## src/rtl/serial_match_controller_if.sv

```systemverilog
// Host-side bundle for serial_match_controller: config handshake, run control,
// serial input and match/status outputs.
interface serial_match_controller_if #(
  parameter int unsigned PAT_W = 4,
  parameter int unsigned CNT_W = 8
);
  logic             cfg_valid;
  logic             cfg_ready;
  logic [PAT_W-1:0] cfg_pattern;
  logic [CNT_W-1:0] cfg_threshold;
  logic             start;
  logic             stop;
  logic             serial_line;
  logic             match;
  logic [CNT_W-1:0] match_count;
  logic             busy;
  logic             done;

  // Host / sequencer side
  modport master (
    output cfg_valid, cfg_pattern, cfg_threshold, start, stop, serial_line,
    input  cfg_ready, match, match_count, busy, done
  );

  // Controller side
  modport slave (
    input  cfg_valid, cfg_pattern, cfg_threshold, start, stop, serial_line,
    output cfg_ready, match, match_count, busy, done
  );
endinterface

```

## src/rtl/serial_match_controller.sv

```systemverilog
// Programmable serial-pattern detector: shifts serial_line into a PAT_W history,
// pulses match on every (overlapping) hit, counts hits and stops in DONE when the
// configured threshold is reached.
module serial_match_controller #(
  parameter int unsigned PAT_W = 4,
  parameter int unsigned CNT_W = 8
) (
  input logic                      clock,
  input logic                      reset,
  serial_match_controller_if.slave bus
);

  localparam int unsigned FILL_W = (PAT_W > 2) ? $clog2(PAT_W) : 1;
  localparam logic [FILL_W-1:0] FillLast = FILL_W'(PAT_W - 1);

  typedef enum logic [1:0] {StIdle, StArmed, StHunt, StDone} state_e;

  state_e            r_state;
  logic [PAT_W-1:0]  r_pattern;
  logic [CNT_W-1:0]  r_threshold;
  logic [PAT_W-1:0]  r_hist;
  logic [FILL_W-1:0] r_fill;
  logic              r_match;
  logic [CNT_W-1:0]  r_count;

  logic [PAT_W-1:0]  w_next_hist;
  logic              w_hit;
  logic [CNT_W:0]    w_count_inc;
  logic [CNT_W-1:0]  w_count_sat;
  logic              w_thr_reached;
  logic              w_cfg_fire;

  // History shift, hit detect and saturating count arithmetic
  always_comb begin
    w_next_hist   = {r_hist[PAT_W-2:0], bus.serial_line};
    w_hit         = (w_next_hist == r_pattern);
    w_count_inc   = {1'b0, r_count} + {{CNT_W{1'b0}}, 1'b1};
    w_count_sat   = (&r_count) ? r_count : w_count_inc[CNT_W-1:0];
    // Widened compare so a saturated count never aliases onto the threshold
    w_thr_reached = (r_threshold != '0) && (w_count_inc == {1'b0, r_threshold});
    w_cfg_fire    = bus.cfg_valid && (r_state == StIdle);
  end

  // Control FSM with registered match pulse and hit counter
  always_ff @(posedge clock or negedge reset) begin
    if (!reset) begin
      r_state     <= StIdle;
      r_pattern   <= '0;
      r_threshold <= '0;
      r_hist      <= '0;
      r_fill      <= '0;
      r_match     <= 1'b0;
      r_count     <= '0;
    end else begin
      r_match <= 1'b0;
      unique case (r_state)
        StIdle: begin
          if (w_cfg_fire) begin
            r_pattern   <= bus.cfg_pattern;
            r_threshold <= bus.cfg_threshold;
          end
          if (bus.start && !bus.stop) begin
            r_state <= StArmed;
            r_hist  <= '0;
            r_fill  <= '0;
            r_count <= '0;
          end
        end
        StArmed: begin
          if (bus.stop) begin
            r_state <= StIdle;
          end else begin
            r_hist <= w_next_hist;
            r_fill <= r_fill + FILL_W'(1);
            // Hits only count once a full window has been sampled
            if (r_fill == FillLast) begin
              r_state <= StHunt;
              if (w_hit) begin
                r_match <= 1'b1;
                r_count <= w_count_sat;
                if (w_thr_reached) r_state <= StDone;
              end
            end
          end
        end
        StHunt: begin
          if (bus.stop) begin
            r_state <= StIdle;
          end else begin
            // History is kept across hits so overlapping patterns count
            r_hist <= w_next_hist;
            if (w_hit) begin
              r_match <= 1'b1;
              r_count <= w_count_sat;
              if (w_thr_reached) r_state <= StDone;
            end
          end
        end
        StDone: begin
          if (bus.stop) begin
            r_state <= StIdle;
          end else if (bus.start) begin
            r_state <= StArmed;
            r_hist  <= '0;
            r_fill  <= '0;
            r_count <= '0;
          end
        end
        default: r_state <= StIdle;
      endcase
    end
  end

  // Status outputs decoded from registered state only
  always_comb begin
    bus.cfg_ready   = (r_state == StIdle);
    bus.match       = r_match;
    bus.match_count = r_count;
    bus.busy        = (r_state == StArmed) || (r_state == StHunt);
    bus.done        = (r_state == StDone);
  end

endmodule

```

## src/flat_wrapper.sv

```systemverilog
// flat-port wrapper written by rule: the top's interface ports become plain ports
module serial_match_controller_flat 
#(
  parameter int unsigned PAT_W = 4,
  parameter int unsigned CNT_W = 8
)
  (clock, reset, bus_cfg_valid, bus_cfg_pattern, bus_cfg_threshold, bus_start, bus_stop, bus_serial_line, bus_cfg_ready, bus_match, bus_match_count, bus_busy, bus_done);
  serial_match_controller_if #(.PAT_W(PAT_W), .CNT_W(CNT_W)) bus_i ();
  input logic clock;
  input logic reset;
  input wire logic [$bits(bus_i.cfg_valid)-1:0] bus_cfg_valid;
  input wire logic [$bits(bus_i.cfg_pattern)-1:0] bus_cfg_pattern;
  input wire logic [$bits(bus_i.cfg_threshold)-1:0] bus_cfg_threshold;
  input wire logic [$bits(bus_i.start)-1:0] bus_start;
  input wire logic [$bits(bus_i.stop)-1:0] bus_stop;
  input wire logic [$bits(bus_i.serial_line)-1:0] bus_serial_line;
  output wire logic [$bits(bus_i.cfg_ready)-1:0] bus_cfg_ready;
  output wire logic [$bits(bus_i.match)-1:0] bus_match;
  output wire logic [$bits(bus_i.match_count)-1:0] bus_match_count;
  output wire logic [$bits(bus_i.busy)-1:0] bus_busy;
  output wire logic [$bits(bus_i.done)-1:0] bus_done;
  assign bus_i.cfg_valid = bus_cfg_valid;
  assign bus_i.cfg_pattern = bus_cfg_pattern;
  assign bus_i.cfg_threshold = bus_cfg_threshold;
  assign bus_i.start = bus_start;
  assign bus_i.stop = bus_stop;
  assign bus_i.serial_line = bus_serial_line;
  assign bus_cfg_ready = bus_i.cfg_ready;
  assign bus_match = bus_i.match;
  assign bus_match_count = bus_i.match_count;
  assign bus_busy = bus_i.busy;
  assign bus_done = bus_i.done;
  serial_match_controller #(.PAT_W(PAT_W), .CNT_W(CNT_W)) u_core (.clock(clock), .reset(reset), .bus(bus_i));
endmodule
```

## config.mk

```make
export PLATFORM = sky130hd
export DESIGN_NAME = serial_match_controller_flat
export DESIGN_NICKNAME = d
export VERILOG_FILES = /design/src/rtl/serial_match_controller_if.sv /design/src/rtl/serial_match_controller.sv /design/src/flat_wrapper.sv
export SDC_FILE = /design/constraint.sdc
export NUM_CORES = 1
export LEC_CHECK = 0
export ABC_AREA = 1
export BUFFER_PORTS_ARGS = -buffer_cell sky130_fd_sc_hd__buf_2
export CORE_MARGIN = 2
export CORE_UTILIZATION = 55
export DETAILED_ROUTE_END_ITERATION = 6
export PLACE_DENSITY = 0.75
export SYNTH_ARGS = -nofsm -noshare
export SYNTH_HDL_FRONTEND = slang
export SYNTH_SLANG_ARGS = --single-unit
```

## constraint.sdc

```tcl
create_clock -name clock -period 1.79 [get_ports clock]
set_input_delay 0.0895 -clock clock [delete_from_list [all_inputs] [get_ports clock]]
set_output_delay 0.0895 -clock clock [all_outputs]
set_load 0.01 [all_outputs]
```

==> impl_metrics.ini <==
[status]
outcome = complete, but fails checks
violations = negative hold slack

[timing]
finalHoldWorstSlack_ns = -0.000210
finalSetupViolCount = 0
setup_ws_ns = 0.0627
post-route-period-util_pct = 96.5
rsz0062_at_grt = yes
tns_ns = 0
clock_skew_ns = 0.00268
timing.final.hold_violations = 1
drv_slew = 0
slew_headroom_pct = 58.6
period_needed_ns = 1.73
fmax_mhz = 579
worst-slew-pin-transition_ns = 0.621

[die]
rows = 20
pin_count = 30
initial_core_util_pct = 56.6
core_mm2 = 0.00298
fp.dieArea_mm2 = 0.00352
die_w_um = 59.3
die_h_um = 59.3

[setup_path]
cp_max_fo = 8
timing.rr.start = u_core.r_state[1]$_DFFE_PN0P_
crit_start = u_core.r_state[1]$_DFFE_PN0P_
ff2ff_path_depth = 10
r2r_end = u_core.bus.match_count[1]$_DFFE_PN0P_
worst_setup_path_end_kind = flip-flop
r2r_slack_ns = 0.06
slowest_delay_ns = 0.45
critPathTopFamily = flip-flops
worst_ep_required_time_ns = 2.03
crit_chain = inv_2, ha_2, a21boi_1, a21oi_2, nand2_2, nor2_4, nand2_4, buf_4, nand2_1, o21ai_0
crit_slowest_cell = dfrtp_1
cp_num_cells = 10
critPathBufInv = 2
cp-start-kind = flip-flop
cp.arrival_ns = 1.96
critPathKind = flip-flop to flip-flop
crit_path_end = u_core.bus.match_count[1]$_DFFE_PN0P_

[synthesis]
netlist_instances = 212
synth_top_cell_area_share_pct = 41.6
synth_xor_area_share_pct = 3.12
yosysUniqueCellTypes = 29
syn_nets = 237
ys_top_cells_by_area = dfrtp_1 42%, nand2_1 9.4%, nand3_1 7.1%
synth_seq_cells = 28
synthAdderAreaFrac_pct = 5.20
synthSimpleGateAreaFrac_pct = 28.3
synth_top_family_by_area = simple AND/OR/NAND/NOR gates
synth_compound_area_share_pct = 10.2
yosys-top-cells-count = 42 x nand2_1, 28 x dfrtp_1, 27 x inv_1
synth.area.mux_share_pct = 4.68
synth-edff-count = 0
yosysMostFrequentCell = nand2_1
synth-async-reset-ratio_pct = 100
seq_area_frac_synth_pct = 41.6
syn_area_mm2 = 0.00168
yosys.area.top_type = dfrtp_1
yosysWarnings = 0
synth_flop_cell = dfrtp_1
avgSynthCellArea_um2 = 7.94

[power]
irDropWorstVdd_mv = 0.951
leakage_nw = 1.07
power_density_mw_per_mm2 = 1570

[cells_and_area]
fillers = 233
area_growth_pct = 31.0
diodes = 0
fin_nets = 292
fin_area_mm2 = 0.00221
drive_gt1_share_pct = 33.5

[global_route]
grt_max_degree = 29
grt_antenna_before_repair = 0
first_global_vias = 1476
grt-ovfl-total = 0
grt_usage_pct = 25.0
grt_pass1_wl_um = 6700

[route]
drc = 0
avgViaCountPerCell = 5.40
wl_per_cell_um = 14.2
ant_nets = 0
drtPass1Iterations = 5
wirelength_um = 4250
drt_iter0_markers = 79
dr_total_vias = 1616

[clock_tree]
clock-sinks = 28
clockBufferDepth = 2
clk_pin_slew_ns = 0.15
cts_made_buffers = 3
cts_tree = built
insertion_delay_ns = 0.33
cts_htree_levels = 1
cts-root-buf = clkbuf_4

[place]
place.gp.congestion = 0.899
portBuffers = 29
placed_area_mm2 = 0.00190
post-place-ws_ns = 0.00934
hpwl_um = 2790

[flow_run]
cap_viol_max_count = 0

[worst_hold_path]
min_path_type = input port to flip-flop
[stage by stage]
| stage | total power [mW] | util [%] | instances |
|---|---|---|---|
| after floorplan | 2.21 | - | 212 |
| after global placement | 2.66 | 63.8 | 277 |
| after detailed placement | 2.69 | 63.8 | 277 |
| after CTS | 3.15 | 69.5 | 293 |
| after global routing | 3.74 | 74.1 | 299 |
| final | 3.46 | 74.1 | 299 |
[layer usage]
layer,global-route usage (%),vias to the layer above,share of wire (%)
met3,2.18,6,5.3
met2,38.9,62,49
met4,7.47,0,1.0
li1,-,813,-
met1,37.0,735,45
met5,0,-,0
[sequential cells by signal, summed over array words and instances (netlist names)]
signal,flops
u_core.r_pattern,4
u_core.bus.match_count,8
u_core.r_threshold,8
u_core.r_hist,3
u_core.r_fill,2
u_core.r_state,2
u_core.bus.match,1
[layout make-up]
cell class | count | area [um2] | share of cell area [%]
clock inverters | 1 | 30.0 | 1.36
inverters | 29 | 114 | 5.16
repair buffers | 52 | 350 | 15.9
multi-input cells | 153 | 945 | 42.8
well taps | 33 | 41.3 | 1.87
clock buffers | 3 | 22.5 | 1.02
flip-flops and latches | 28 | 703 | 31.9
[power breakdown]
part	internal, mW	total [mW]	switching, mW	leakage (nW)
sequential	0.868	1.10	0.230	0.349
clock	0.227	0.420	0.193	0.0279
combinational	0.854	1.94	1.09	0.695
[cells in the final DEF, fill, tap and decap left out, types with 6 or more instances in the layout]
master | synthesis | final
dfrtp_1 | 28 | 26
inv_1 | 27 | 24
o21ai_0 | 8 | 6
mux2_2 | 7 | 7
buf_4 | 0 | 11
dlygate4sd3_1 | 0 | 10
nand2_2 | 5 | 13
nor2_1 | 21 | 18
nand3_1 | 24 | 21
buf_2 | 0 | 29
nand2_1 | 42 | 32
[logic make-up after synthesis]
family / after synthesis
buffers and inverters: 31
AND/OR/NAND/NOR: 105
multiplexers: 7
XOR/XNOR: 6
adder cells (fa/ha/maj): 7
AO/OA/AOI/OAI: 28
flip-flops: 28
[how the worst min path moves through the flow]
stage	depth (start not counted)	endpoint	startpoint
finish	3	u_core.r_threshold[5]$_DFFE_PN0P_	bus_cfg_threshold[5]
global route	3	u_core.r_threshold[2]$_DFFE_PN0P_	bus_cfg_threshold[2]
CTS	3	u_core.r_threshold[5]$_DFFE_PN0P_	bus_cfg_threshold[5]
detailed placement	1	u_core.r_threshold[3]$_DFFE_PN0P_	reset
global placement	1	u_core.r_threshold[3]$_DFFE_PN0P_	reset
floorplan	0	u_core.bus.match$_DFF_PN0_	reset
[repair_timing]
action | in CTS | in global routing
resized for setup | 0 | 33
setup endpoints to repair | 4 | 10
pin swaps | 0 | 8
setup buffers | 2 | 6
hold endpoints to repair | 37 | 0
hold buffers | 10 | 0
[worst min-delay path: stages]
cell     delay [ns]
buf_2          0.08
nor2_1         0.04
a21oi_1        0.10
Note: power is estimated with default switching activity, not from simulation.
